===== config.mk =====
export PLATFORM = sky130hd
export DESIGN_NAME = serializador_p2s
export DESIGN_NICKNAME = d
export VERILOG_FILES = /design/src/rtl/serializador_p2s_pkg.sv /design/src/rtl/serializador_p2s_contador_bits.sv /design/src/rtl/serializador_p2s.sv
export SDC_FILE = /design/constraint.sdc
export NUM_CORES = 1
export LEC_CHECK = 0
export CORE_MARGIN = 2
export CORE_UTILIZATION = 40
export DETAILED_ROUTE_END_ITERATION = 8
export DONT_BUFFER_PORTS = 1
export PLACE_DENSITY = 0.57
export SLEW_MARGIN = 20
export SYNTH_ARGS = -nofsm -noshare
export SYNTH_HDL_FRONTEND = slang
export SYNTH_SLANG_ARGS = --single-unit

===== constraint.sdc =====
create_clock -name CLK -period 2.5 [get_ports CLK]
set_clock_uncertainty 0.15 [all_clocks]
set_input_delay 0.5 -clock CLK [delete_from_list [all_inputs] [get_ports CLK]]
set_output_delay 0.5 -clock CLK [all_outputs]
set_load 0.05 [all_outputs]

===== src/rtl/serializador_p2s_pkg.sv =====
// Shared symbol constants, FSM encoding and symbol length for the serializer.
// Symbol length depends on PARITY_EN (9 bits with a trailing even-parity bit).
package serializador_p2s_pkg;

    localparam logic [7:0] COM = 8'hBC;
    localparam logic [7:0] PAD = 8'hF7;
    localparam logic [7:0] SKP = 8'h1C;
    localparam logic [7:0] STP = 8'hFB;
    localparam logic [7:0] SDP = 8'h5C;
    localparam logic [7:0] END = 8'hFD;
    localparam logic [7:0] EDB = 8'hFE;
    localparam logic [7:0] FTS = 8'h3C;
    localparam logic [7:0] IDL = 8'h7C;

    typedef enum logic {
        SYNC   = 1'b0,
        ACTIVE = 1'b1
    } state_t;

`ifdef PARITY_EN
    localparam int SYM_LEN = 9;
`else
    localparam int SYM_LEN = 8;
`endif

    localparam int CNT_W = 4;

    function automatic logic first_bit(
        input logic [7:0] b,
        input bit         msb
    );
        return msb ? b[7] : b[0];
    endfunction

endpackage


===== src/rtl/serializador_p2s_contador_bits.sv =====
// Mod-L bit counter with asynchronous active-low clear.
// o_last flags the final bit slot of a symbol.
module contador_bits
    import serializador_p2s_pkg::*;
#(
    parameter int L = SYM_LEN
) (
    input  logic             i_clk,
    input  logic             i_rst_n,
    output logic [CNT_W-1:0] o_count,
    output logic             o_last
);

    localparam logic [CNT_W-1:0] LAST = CNT_W'(L - 1);

    logic [CNT_W-1:0] r_count;
    logic             w_last;

    assign w_last  = (r_count == LAST);
    assign o_count = r_count;
    assign o_last  = w_last;

    // count 0..L-1 and wrap
    always_ff @(posedge i_clk or negedge i_rst_n) begin
        if (!i_rst_n) begin
            r_count <= '0;
        end else if (w_last) begin
            r_count <= '0;
        end else begin
            r_count <= r_count + CNT_W'(1);
        end
    end

endmodule


===== src/rtl/serializador_p2s.sv =====
// Parallel-to-serial symbol serializer with IDLE insertion and sync preamble.
// Optional macro PARITY_EN appends an even-parity bit to every symbol.
module serializador_p2s
    import serializador_p2s_pkg::*;
#(
    parameter logic [7:0] IDLE_BYTE  = COM,
    parameter int         SYNC_BYTES = 4,
    parameter bit         MSB_FIRST  = 1'b1
) (
    input  logic       CLK,
    input  logic       RESET_L,
    input  logic [7:0] IN,
    input  logic       VALID,
    output logic       READY,
    output logic       SERIAL_OUT,
    output logic       FRAME
);

    localparam logic [CNT_W-1:0] LAST_CNT   = CNT_W'(SYM_LEN - 1);
    localparam logic [3:0]       SYNC_LAST  = 4'(SYNC_BYTES - 1);
    localparam logic             IDLE_FIRST = first_bit(IDLE_BYTE, MSB_FIRST);
`ifdef PARITY_EN
    localparam logic [CNT_W-1:0] PAR_CNT    = CNT_W'(SYM_LEN - 2);
`endif

    state_t           r_state;
    state_t           w_state_nx;
    logic [3:0]       r_sync_cnt;
    logic [7:0]       r_shift;
    logic             r_out;
    logic             r_frame;
`ifdef PARITY_EN
    logic             r_par;
`endif

    logic [CNT_W-1:0] w_count;
    logic             w_last;
    logic             w_ready;
    logic             w_take;
    logic [7:0]       w_sym;
    logic [7:0]       w_shifted;

    contador_bits #(
        .L (SYM_LEN)
    ) u_contador_bits (
        .i_clk   (CLK),
        .i_rst_n (RESET_L),
        .o_count (w_count),
        .o_last  (w_last)
    );

    // READY and next state come from registers only, never from VALID
    always_comb begin
        w_state_nx = r_state;
        w_ready    = 1'b0;
        unique case (r_state)
            SYNC: begin
                w_ready = w_last && (r_sync_cnt == SYNC_LAST);
                if (w_ready) begin
                    w_state_nx = ACTIVE;
                end
            end
            ACTIVE: begin
                w_ready = w_last;
            end
        endcase
    end

    // IN is only selected on an accepted handshake, so X on IN stays off the line
    assign w_take    = w_ready && VALID;
    assign w_sym     = w_take ? IN : IDLE_BYTE;
    assign w_shifted = MSB_FIRST ? {r_shift[6:0], 1'b0}
                                 : {1'b0, r_shift[7:1]};

    assign READY      = w_ready;
    assign SERIAL_OUT = r_out;
    assign FRAME      = r_frame;

    // FSM state register
    always_ff @(posedge CLK or negedge RESET_L) begin
        if (!RESET_L) begin
            r_state <= SYNC;
        end else begin
            r_state <= w_state_nx;
        end
    end

    // count IDLE symbols of the preamble
    always_ff @(posedge CLK or negedge RESET_L) begin
        if (!RESET_L) begin
            r_sync_cnt <= '0;
        end else if ((r_state == SYNC) && w_last) begin
            r_sync_cnt <= r_sync_cnt + 4'd1;
        end
    end

    // shift register, registered serial bit and frame marker
    always_ff @(posedge CLK or negedge RESET_L) begin
        if (!RESET_L) begin
            r_shift <= IDLE_BYTE;
            r_out   <= IDLE_FIRST;
            r_frame <= 1'b1;
`ifdef PARITY_EN
            r_par   <= ^IDLE_BYTE;
`endif
        end else begin
            r_frame <= (w_count == LAST_CNT);
            if (w_last) begin
                r_shift <= w_sym;
                r_out   <= first_bit(w_sym, MSB_FIRST);
`ifdef PARITY_EN
                r_par   <= ^w_sym;
`endif
            end else begin
                r_shift <= w_shifted;
`ifdef PARITY_EN
                if (w_count == PAR_CNT) begin
                    r_out <= r_par;
                end else begin
                    r_out <= first_bit(w_shifted, MSB_FIRST);
                end
`else
                r_out   <= first_bit(w_shifted, MSB_FIRST);
`endif
            end
        end
    end

endmodule

[Yosys cells after proc, flatten, opt, wreduce, memory -nomap -nowiden]
Index checks and enable logic that the tools add are counted.
Cells by class
  add/sub/neg operators: 2
  equality and inequality tests: 2
  multiplexer cells: 7
  bitwise operators: 1
  reductions and logical operators: 3
Operators with widths (number)
  4-bit by 1-bit adder with 4-bit output (second input constant): 2
  8-bit two-way mux: 1
  7-bit two-way mux: 1
  4-bit by 2-bit == test with 1-bit output (second input constant): 1
  4-bit by 3-bit == test with 1-bit output (second input constant): 1
  4-bit two-way mux: 1
  1-bit logical AND: 3
  1-bit two-way mux: 3
  1-bit case mux with 2 select lines: 1
  1-bit inverter: 1
Storage, ports and cells
  register bits: 18
  input port bits: 11
  output and inout bits: 3
  logic and storage cells: 21

[Longest topological paths before layout]
Gate-level depths: netlist of the first run.
  depth in word-level cells: 6
  gate-level depth with buffers: 6
  depth with buffers taken out: 5

[Cells and area by module]
Synthesis of the first run repeated with hierarchy kept, for this count alone.
Second synthesis, totals
  cell total of the unflattened synthesis: 51
  area, all modules: 734.5 sq um
By module, submodules not included
  serializador_p2s: times used 1, cells each 40, area each 575.6 sq um, seq. area each 357.8 sq um
  contador_bits: times used 1, cells each 11, area each 158.9 sq um, seq. area each 100.1 sq um

[Least setup slack after synthesis of the first run]
Ideal clock, no wire load.
  path kind: flip-flop to output port
  start: register r_sync_cnt[0]
  end: output port READY
  arrival: 1.441 ns
  required time: 1.850 ns
  setup slack: 0.409 ns
  cell stages (with the launch flop): 5
  buffers on the path: 0
  path through: dfrtp_1 -> ha_1 -> nor3b_2 -> nor2_1 -> nor2_1
On the way
  word-level cells in the longest chain between the ends: 3
RTL lines
  from (decl): line serializador_p2s.sv:28  | logic [3:0] r_sync_cnt;
  from (signal assigned): line serializador_p2s.sv:93  | r_sync_cnt <= r_sync_cnt + 4'd1;
  4-bit by 2-bit == test with 1-bit output: line serializador_p2s.sv:58  | w_ready = w_last && (r_sync_cnt == SYNC_LAST);
  1-bit logical AND: line serializador_p2s.sv:58
  1-bit case mux with 2 select lines: line serializador_p2s.sv:56  | unique case (r_state)
  to (decl): line serializador_p2s.sv:14  | output logic READY,
Every way passes these cells.

[Worst setup path after layout of the first run]
  start: register u_contador_bits.r_count[0] (netlist: u_contador_bits.o_count[0])
  end: output port READY
On the way
  word-level cells in the longest chain between the ends: 3
RTL lines
  from (decl): line serializador_p2s_contador_bits.sv:16  | logic [CNT_W-1:0] r_count;
  from (signal assigned): line serializador_p2s_contador_bits.sv:30  | r_count <= r_count + CNT_W'(1);
  4-bit by 3-bit == test with 1-bit output (*): line serializador_p2s_contador_bits.sv:19  | assign w_last = (r_count == LAST);
  1-bit logical AND: line serializador_p2s.sv:58
  1-bit case mux with 2 select lines (*): line serializador_p2s.sv:56
Mark *: on every way between the ends. The rest lies on a longest branch, timed or not.

==> results of run 1 <==
## metal layers
layer  vias to the layer above  part of all wire [%]  global-route usage, %
met3                         0                   4.2                   2.69
met4                         0                     0                   6.67
met2                         9                    46                   17.3
met5                         -                     0                      0
met1                       208                    50                   17.6
li1                        223                     -                      -
## where the power goes
part	internal (uW)	switching [uW]
Combinational	4.35	10.0
Sequential	300	4.51
Clock	88.6	84.2
Total	393	98.7
## logic make-up (layout without fill, tap and decap cells)
logic type | Yosys count | in the layout | share of synthesized area (%)
fa+ha+maj | 2 | 2 | 3.39
simple gates | 25 | 25 | 17.5
flops | 18 | 18 | 62.0
buf+inv | 2 | 7 | 2.03
mux | 1 | 1 | 1.53
xor+xnor | 4 | 4 | 4.75
compound gates | 11 | 11 | 8.81
## through the flow
| stage | worst slack [ps] | area [um^2] | hold slack, ps |
|---|---|---|---|
| after floorplan | 409 | 738 | 54.4 |
| after global placement | 651 | 766 | 54.8 |
| after detailed placement | 643 | 766 | 54.8 |
| after CTS | 305 | 812 | 166 |
| after global routing | 220 | 812 | 172 |
| final | 329 | 812 | 180 |
## state kept, by name (all words and copies together), names as in the netlist
register                 flops
u_contador_bits.o_count      4
FRAME                        1
r_shift                      7
r_sync_cnt                   4
r_state                      1
SERIAL_OUT                   1
## worst reg2reg max path, stage by stage, from the launching register on
cell	delay (ps)
dfrtp_1	390
ha_1	260
and4bb_1	310
mux2_1	340
## worst max path at each step
| stage | start | to | slack [ps] | cells past startpoint |
|---|---|---|---|---|
| finish | u_contador_bits.o_count[0]$_DFF_PN0_ | READY | 330 | 4 |
| global route | u_contador_bits.o_count[0]$_DFF_PN0_ | READY | 220 | 4 |
| CTS | u_contador_bits.o_count[0]$_DFF_PN0_ | READY | 300 | 4 |
| floorplan | r_sync_cnt[0]$_DFFE_PN0P_ | READY | 410 | 4 |
| detailed placement | u_contador_bits.o_count[0]$_DFF_PN0_ | READY | 640 | 4 |
| global placement | u_contador_bits.o_count[0]$_DFF_PN0_ | READY | 650 | 4 |
## cell type report
| cell class | instances | area (um^2) |
|---|---|---|
| fillers | 176 | 915 |
| flip-flops and latches | 18 | 458 |
| multi-input cells | 43 | 265 |
| clock buffers | 4 | 36.3 |
| well taps | 25 | 31.3 |
| repair buffers | 2 | 17.5 |
| inverters | 1 | 3.75 |
## timing repair
item                       in CTS  in global routing
hold buffers                    1                  0
hold endpoints to repair       18                  0
resized for setup               0                  0
setup endpoints to repair       0                  0
## cell usage after synthesis (2+ instances only)
master	number	share of area (%)
dfstp_2	6	21
a21o_2	2	2.4
xor2_1	2	2.4
nand2_1	4	2.0
xnor2_1	2	2.4
a21oi_1	5	3.4
o21ai_1	2	1.4
nor2_1	13	6.6
dfrtp_1	12	41
ha_1	2	3.4
==> summary.txt, run 1 <==
Run status
  – Status: complete, no violations

Clocking
  – Worst-Skew Late Latency: 280 ps
  – Reg clk slew, reported paths: 100 ps
  – Root buf cell: clkbuf_4
  – # clock sinks: 18
  – H-tree Lvls: 1
  – Cts bufs inserted: 3
  – CTS tree: done
  – Setup bufs post-CTS: 0
  – Max Root-Sink Buffers: 2

Logic synthesis
  – #FFs+latches synth: 18
  – Sequential area share after synthesis: 62.0%
  – Mapped Cells: 63
  – Syn nets: 76
  – Main flop type after synthesis: dfrtp_1
  – Synth Cell Area: 738 um^2
  – Post-synth ARST share: 100%
  – EDFF count, synth: 0
  – Yosys Warn Count: 0
  – Netlist cell types: 23
  – Avg Cell Area, Syn: 11.7 um^2

Critical path
  – WP buf/inv: 1
  – Worst Path Required: 1850 ps
  – Crit Path Max Fanout: 9
  – Worst Reg-to-Reg Cells: 3
  – CP delay by family, top: flip-flops
  – Worst R2R End: r_sync_cnt[1]$_DFFE_PN0P_
  – Reg2reg start: u_contador_bits.o_count[0]$_DFF_PN0_
  – CP arrival: 1520 ps
  – Slowest-stage cell, CP: dfrtp_1
  – Critical path class: flip-flop to primary output
  – Flop2flop setup slack: 940 ps
  – CP Cell Sequence: ha_1 > nand3b_2 > nor2_1 > buf_4
  – Crit start category: flip-flop
  – CP Capture Type: primary output
  – Critical path's largest stage delay: 390 ps

Die
  – Die Area: 0.00221 mm^2
  – Die H: 47.0 um
  – Chip Width: 47.0 um
  – Ports: 14
  – Std cell rows: 15
  – Initial Util: 42.8%
  – Core area: 0.00173 mm^2

Cells and area
  – Most frequent cells in the layout: nor2_1 (13), dfrtp_1 (12), dfstp_2 (6)
  – Share of layout cells above drive strength 1: 25.0%
  – NumNets Final: 82
  – Most common cell after layout, fill and taps aside: nor2_1
  – Core Util, Final: 47.0%
  – Ant diodes: 0
  – P&R area growth vs syn: 10.0%
  – Post-route insts no fill: 93

Timing
  – Minimum clock period: 2170 ps
  – Final slew viol count: 0
  – RSZ-0062 raised after global routing: false
  – Achievable Freq: 0.461 GHz
  – Slew @ Worst Pin: 791 ps
  – Setup violators final: 0
  – Final hold vios: 0
  – Final period util: 86.8%
  – Setup TNS: 0 ps
  – Slew headroom: 47.1%

Worst hold path
  – Hold Path Sink: r_shift[6]$_DFF_PN0_
  – Worst Hold Launch: IN[6]
  – Worst Hold Depth: 2
  – Hold Crit Class: input pin to flip-flop

Routing
  – Vias per cell: 4.73
  – Total number of vias: 440
  – DRC: 0
  – Post-route ant nets: 0
  – DRT Pass-1 Iters: 2
  – WL final: 1150 um
  – Wire per inst: 12.4 um
  – Starting DRC count in detailed routing: 2

Placed design
  – Dpl hpwl: 802 um
  – Placed Instances: 88
  – # port buffers: 0
  – GPL Wtd Cong: 0.631

Pwr
  – Maximum VDD drop: 0.259 mV
  – Pwr/cell area: 605 mW/mm^2
  – Final Power: 492 uW
  – Static Leakage: 0.000381 uW

GRT
  – First-pass GRT wire length: 1870 um
  – Tot GR Track Use: 12.3%
  – Initial antenna violation count: 0
  – Grt ovf: 0
  – Largest net degree at the start of global routing: 19
  – Vias in the first global route: 420

Run
  – Max Cap Violations: 0
(Power assumes the default switching activity.)
==> run 2: changes to the inputs <==
--- a/config.mk
+++ b/config.mk
@@ -9,7 +9,7 @@
 export CORE_UTILIZATION = 40
 export DETAILED_ROUTE_END_ITERATION = 8
 export DONT_BUFFER_PORTS = 1
-export PLACE_DENSITY = 0.57
+export PLACE_DENSITY = 0.59
 export SLEW_MARGIN = 20
 export SYNTH_ARGS = -nofsm -noshare
 export SYNTH_HDL_FRONTEND = slang
==> constraint.sdc (replaced) <==
create_clock -name CLK -period 1.79 [get_ports CLK]
set_clock_uncertainty 0.15 [all_clocks]
set_input_delay 0.358 -clock CLK [delete_from_list [all_inputs] [get_ports CLK]]
set_output_delay 0.358 -clock CLK [all_outputs]
set_load 0.05 [all_outputs]
==> run 2 against run 1 <==
The run now ends with setup timing left. Register-to-register slack worse by 740 ps. Largest cell class unchanged. First-iteration DRC count grew to 6.0 times the previous value. Largest power group unchanged. Sequential power is 40% higher. Total power is 35% higher. Die area stayed put. Flip-flop and latch count stayed put. Global-route usage is 1.0 points higher. Critical endpoint unchanged. Routed wire length is 9.7% higher. Clock-buffer cell count stayed put. Combinational power is 49% higher. Worst hold slack worse by 150 ps.
==> summary.txt, run 2 (synthesis results as in run 1) <==
Timing
  – Final period util: 107%
  – Final WS setup: -120 ps
  – Slew @ Worst Pin: 791 ps
  – Achievable Freq: 0.524 GHz
  – RSZ-0062 raised after global routing: true
  – Slew headroom: 47.1%
  – Hold_ws: 29.6 ps
  – Final hold vios: 0
  – Final slew viol count: 0
  – Minimum clock period: 1910 ps
  – Setup violators final: 1

Clocking
  – CTS tree: done
  – H-tree Lvls: 1
  – Worst-Skew Late Latency: 300 ps
  – Cts bufs inserted: 3
  – Max Root-Sink Buffers: 2
  – Root buf cell: clkbuf_4
  – # clock sinks: 18
  – Reg clk slew, reported paths: 100 ps

Routing
  – WL final: 1260 um
  – Uppermost layer routed: met4
  – Wire length on met2: 584 um
  – WL met3: 84 um
  – Starting DRC count in detailed routing: 12
  – Vias per cell: 4.77
  – DRT Pass-1 Iters: 4
  – M1 WL: 568 um
  – Total number of vias: 472
  – Wire per inst: 12.8 um
  – Post-route ant nets: 0
  – DRC: 0

Run status
  – Status: complete, but fails checks
  – Failing checks: setup timing

Cells and area
  – Share of layout cells above drive strength 1: 32.4%
  – P&R area growth vs syn: 18.6%
  – NumNets Final: 88
  – Max reg flops: 7
  – Fillers: 162
  – Most frequent cells in the layout: dfrtp_1 (12), nor2_1 (11), dfstp_2 (6)
  – Top reg by flops: r_shift
  – Most common cell after layout, fill and taps aside: dfrtp_1
  – Ant diodes: 0

Placed design
  – Dpl ws: 116 ps
  – # port buffers: 0
  – Dpl hpwl: 843 um
  – GPL Wtd Cong: 0.721

Critical path
  – Worst Path Required: 1280 ps
  – CP arrival: 1400 ps
  – Critical path class: flip-flop to primary output
  – Crit Path Max Fanout: 2
  – Crit start category: flip-flop
  – CP Capture Type: primary output

GRT
  – Grt ovf: 0
  – Largest net degree at the start of global routing: 19
  – Initial antenna violation count: 0
  – Tot GR Track Use: 13.3%
  – First-pass GRT wire length: 1970 um
  – Vias in the first global route: 455

Die
  – Initial Util: 42.8%
  – Std cell rows: 15
  – Core area: 0.00173 mm^2
  – Die Area: 0.00221 mm^2
  – Chip Width: 47.0 um
  – Die H: 47.0 um
  – Ports: 14

Run
  – Max Cap Violations: 0

Pwr
  – Static Leakage: 0.000403 uW
  – Maximum VDD drop: 0.449 mV
  – Pwr/cell area: 755 mW/mm^2

Worst hold path
  – Hold Crit Class: input pin to flip-flop
run 2: changes by cell type in the layout (fill, tap and decap cells not counted), sizes merged:
cell         delta
dlygate4sd3     +1
buf             +5
run 2: final timing paths:
| path | slack, ps | start | depth (start not counted) | end |
|---|---|---|---|---|
| min in group asynchronous | 430 | RESET_L | 1 | r_sync_cnt[2]$_DFFE_PN0P_ |
| min | 30 | IN[6] | 2 | r_shift[6]$_DFF_PN0_ |
| max reg2reg | 200 | r_sync_cnt[0]$_DFFE_PN0P_ | 5 | r_shift[0]$_DFF_PN0_ |
| min reg2reg | 320 | u_contador_bits.o_count[0]$_DFF_PN0_ | 1 | u_contador_bits.o_count[0]$_DFF_PN0_ |
| max | -120 | r_sync_cnt[0]$_DFFE_PN0P_ | 5 | READY |
| max in group asynchronous | 570 | RESET_L | 1 | u_contador_bits.o_count[0]$_DFF_PN0_ |
run 2: per-layer routing:
layer	vias to the layer above	track usage [%]
met2	11	18.9
li1	233	-
met3	4	5.77
met5	-	0
met4	0	6.67
met1	224	17.3
run 2: final cells by class:
cell class / instances / area [um^2] / area share [%]
multi-input cells: 43 / 279 / 31.9
flip-flops and latches: 18 / 458 / 52.3
well taps: 25 / 31.3 / 3.57
clock buffers: 4 / 26.3 / 3.00
repair buffers: 8 / 77.6 / 8.86
inverters: 1 / 3.75 / 0.429
run 2: critical path, cell delays in order (launching register included):
cell	delay (ps)
dfrtp_1	380
ha_2	190
nor3b_4	210
nor2_2	50
nor2_2	130
buf_12	150
run 2: metrics by stage:
| step | util (%) | area, um^2 | total power, uW | instances | TNS, ps |
|---|---|---|---|---|---|
| 6_report | 50.7 | 876 | 661 | 99 | -120 |
| 3_5_place_dp | 45.7 | 788 | 444 | 89 | 0 |
| 4_1_cts | 49.4 | 853 | 666 | 97 | -113 |
| 2_1_floorplan | - | 741 | 441 | 63 | 0 |
| 3_3_place_gp | 45.7 | 788 | 444 | 89 | 0 |
| 5_1_grt | 50.7 | 876 | 695 | 99 | -207 |
run 2: where the power goes:
part           switching, uW  total, uW  internal, uW  leakage, uW
logic                   13.9       21.5          7.55     0.000177
clock network            128        214          86.8    0.0000150
registers               6.53        426           419     0.000211
run 2: timing repair:
action / in CTS / in global routing
endpoints found under the setup margin: 1 / 1
hold buffers: 1 / 1
hold endpoints to repair: 18 / 1
resized for setup: 1 / 2
setup buffers: 3 / 1
==> run 3: changes to the inputs <==
--- a/config.mk
+++ b/config.mk
@@ -9,7 +9,7 @@
 export CORE_UTILIZATION = 40
 export DETAILED_ROUTE_END_ITERATION = 8
 export DONT_BUFFER_PORTS = 1
-export PLACE_DENSITY = 0.59
+export PLACE_DENSITY = 0.57
 export SLEW_MARGIN = 20
 export SYNTH_ARGS = -nofsm -noshare
 export SYNTH_HDL_FRONTEND = slang
==> constraint.sdc (replaced) <==
create_clock -name CLK -period 2.1 [get_ports CLK]
set_clock_uncertainty 0.15 [all_clocks]
set_input_delay 0.42 -clock CLK [delete_from_list [all_inputs] [get_ports CLK]]
set_output_delay 0.42 -clock CLK [all_outputs]
set_load 0.05 [all_outputs]
==> run 3 against run 2 <==
The run now ends clean. Non-clock buffer count is 6 lower. Worst setup slack better by 230 ps. Largest cell class unchanged. Combinational power is 20% lower. Die area stayed put. Via count is 5.9% lower. Total power is 12% lower. Critical path depth is 1 lower.
==> summary.txt, run 3 (synthesis results as in run 1) <==
Cells and area
  – Most common cell after layout, fill and taps aside: nor2_1
  – Final instance area: 830 um^2
  – Most frequent cells in the layout: nor2_1 (13), dfrtp_1 (12), dfstp_2 (6)
  – Post-route insts no fill: 93
  – Ant diodes: 0
  – Share of layout cells above drive strength 1: 26.5%
  – NumNets Final: 82
  – Top reg by flops: r_shift
  – Max reg flops: 7
  – P&R area growth vs syn: 12.4%

Clocking
  – Cts bufs inserted: 3
  – # clock sinks: 18
  – H-tree Lvls: 1
  – Reg clk slew, reported paths: 100 ps
  – Setup bufs post-CTS: 0
  – Root buf cell: clkbuf_4
  – Max Root-Sink Buffers: 2
  – Worst-Skew Late Latency: 280 ps
  – CTS tree: done

Placed design
  – DP Area: 766 um^2
  – # port buffers: 0
  – GPL Wtd Cong: 0.631
  – Placed Instances: 88
  – Dpl hpwl: 802 um

Critical path
  – Crit start category: flip-flop
  – Critical path class: flip-flop to primary output
  – CP arrival: 1420 ps
  – Worst Path Required: 1530 ps
  – Crit Path Max Fanout: 9
  – CP Capture Type: primary output

Pwr
  – P_sw: 117 uW
  – Maximum VDD drop: 0.309 mV
  – Pwr/cell area: 705 mW/mm^2
  – Static Leakage: 0.000417 uW
  – Clock power share: 35.1%
  – Cell Int Power: 468 uW
  – Seq pwr share: 62.0%
  – Switching fraction of total power: 20.0%
  – Final Power: 585 uW
  – Combinational group share of total power: 2.9%

Routing
  – DRC: 0
  – Total number of vias: 444
  – Post-route ant nets: 0
  – Wire per inst: 12.7 um
  – Starting DRC count in detailed routing: 3
  – Vias per cell: 4.77
  – DRT Pass-1 Iters: 2
  – WL final: 1180 um

GRT
  – Grt ovf: 0
  – Vias in the first global route: 420
  – First-pass GRT wire length: 1870 um
  – Initial antenna violation count: 0
  – Largest net degree at the start of global routing: 19
  – Tot GR Track Use: 12.3%

Die
  – Ports: 14
  – Initial Util: 42.8%
  – Std cell rows: 15
  – Die Area: 0.00221 mm^2
  – Chip Width: 47.0 um
  – Die H: 47.0 um
  – Core area: 0.00173 mm^2

Timing
  – Slew headroom: 46.9%
  – Final hold vios: 0
  – Final period util: 94.9%
  – Setup TNS: 0 ps
  – Achievable Freq: 0.502 GHz
  – Minimum clock period: 1990 ps
  – Hold_ws: 100 ps
  – Setup violators final: 0
  – RSZ-0062 raised after global routing: false
  – Slew @ Worst Pin: 793 ps
  – Final slew viol count: 0

Worst hold path
  – Hold Crit Class: input pin to flip-flop

Run status
  – Status: complete, no violations

Run
  – Max Cap Violations: 0
==> run 3: changes by cell type in the layout (fill, tap and decap cells not counted) <==
cell,previous run,this run
nor2_1,11,13
nand3b_2,1,0
nor2_2,2,0
nand3b_4,0,1
buf_12,1,0
dlygate4sd3_1,2,1
clkbuf_1,1,0
clkbuf_8,0,1
buf_4,5,1
==> run 3: final cells by class <==
type	count	area (um^2)
Tap cell	25	31.3
Clock buffer	4	36.3
Timing Repair Buffer	2	17.5
Sequential cell	18	458
Fill cell	174	897
Multi-Input combinational cell	43	283
Inverter	1	3.75
==> run 3: metal layers <==
metal | GRT usage [%] | share of wire (%)
met1 | 17.6 | 49
met2 | 17.3 | 47
met3 | 2.69 | 4.1
met4 | 6.67 | 0
met5 | 0 | 0
==> run 3: per-stage QoR <==
stage,util (%),setup WS [ps]
2_1_floorplan,-,88.7
3_3_place_gp,44.3,331
3_5_place_dp,44.3,323
4_1_cts,47.5,37.4
5_1_grt,48.0,3.84
6_report,48.0,107
==> run 3: worst paths after layout <==
kind                                                      start                         to  slack [ps]  depth (start not counted)
setup / recovery           u_contador_bits.o_count[0]$_DFF_PN0_                      READY         110                          4
hold / removal                                            IN[6]       r_shift[6]$_DFF_PN0_         100                          2
setup reg to reg           u_contador_bits.o_count[0]$_DFF_PN0_  r_sync_cnt[1]$_DFFE_PN0P_         550                          3
hold reg to reg                            r_shift[0]$_DFF_PN0_       r_shift[1]$_DFF_PN0_         330                          2
max in group asynchronous                               RESET_L       r_shift[0]$_DFF_PN0_         810                          1
min in group asynchronous                               RESET_L  r_sync_cnt[3]$_DFFE_PN0P_         510                          1
==> run 3: what timing repair did <==
action / 4_1_cts / 5_1_grt
resized for setup: 1 / 2
endpoints found under the setup margin: 1 / 1
hold buffers: 1 / 0
gates cloned: 0 / 0
hold endpoints to repair: 18 / 0
==> run 3: power by group through the flow <==
stage	Clock [uW]	Sequential, uW	Combinational, uW
global route	230	363	20.4
global placement	0	369	9.39
floorplan	0	369	7.60
detailed placement	0	369	9.47
CTS	219	363	18.0
finish	205	363	17.1
==> run 3: worst max-delay path, cell delays in order (launching register included) <==
cell and delay, ps:
dfrtp_1 400, ha_2 260, nand3b_4 150, nor2_1 130, buf_4 200
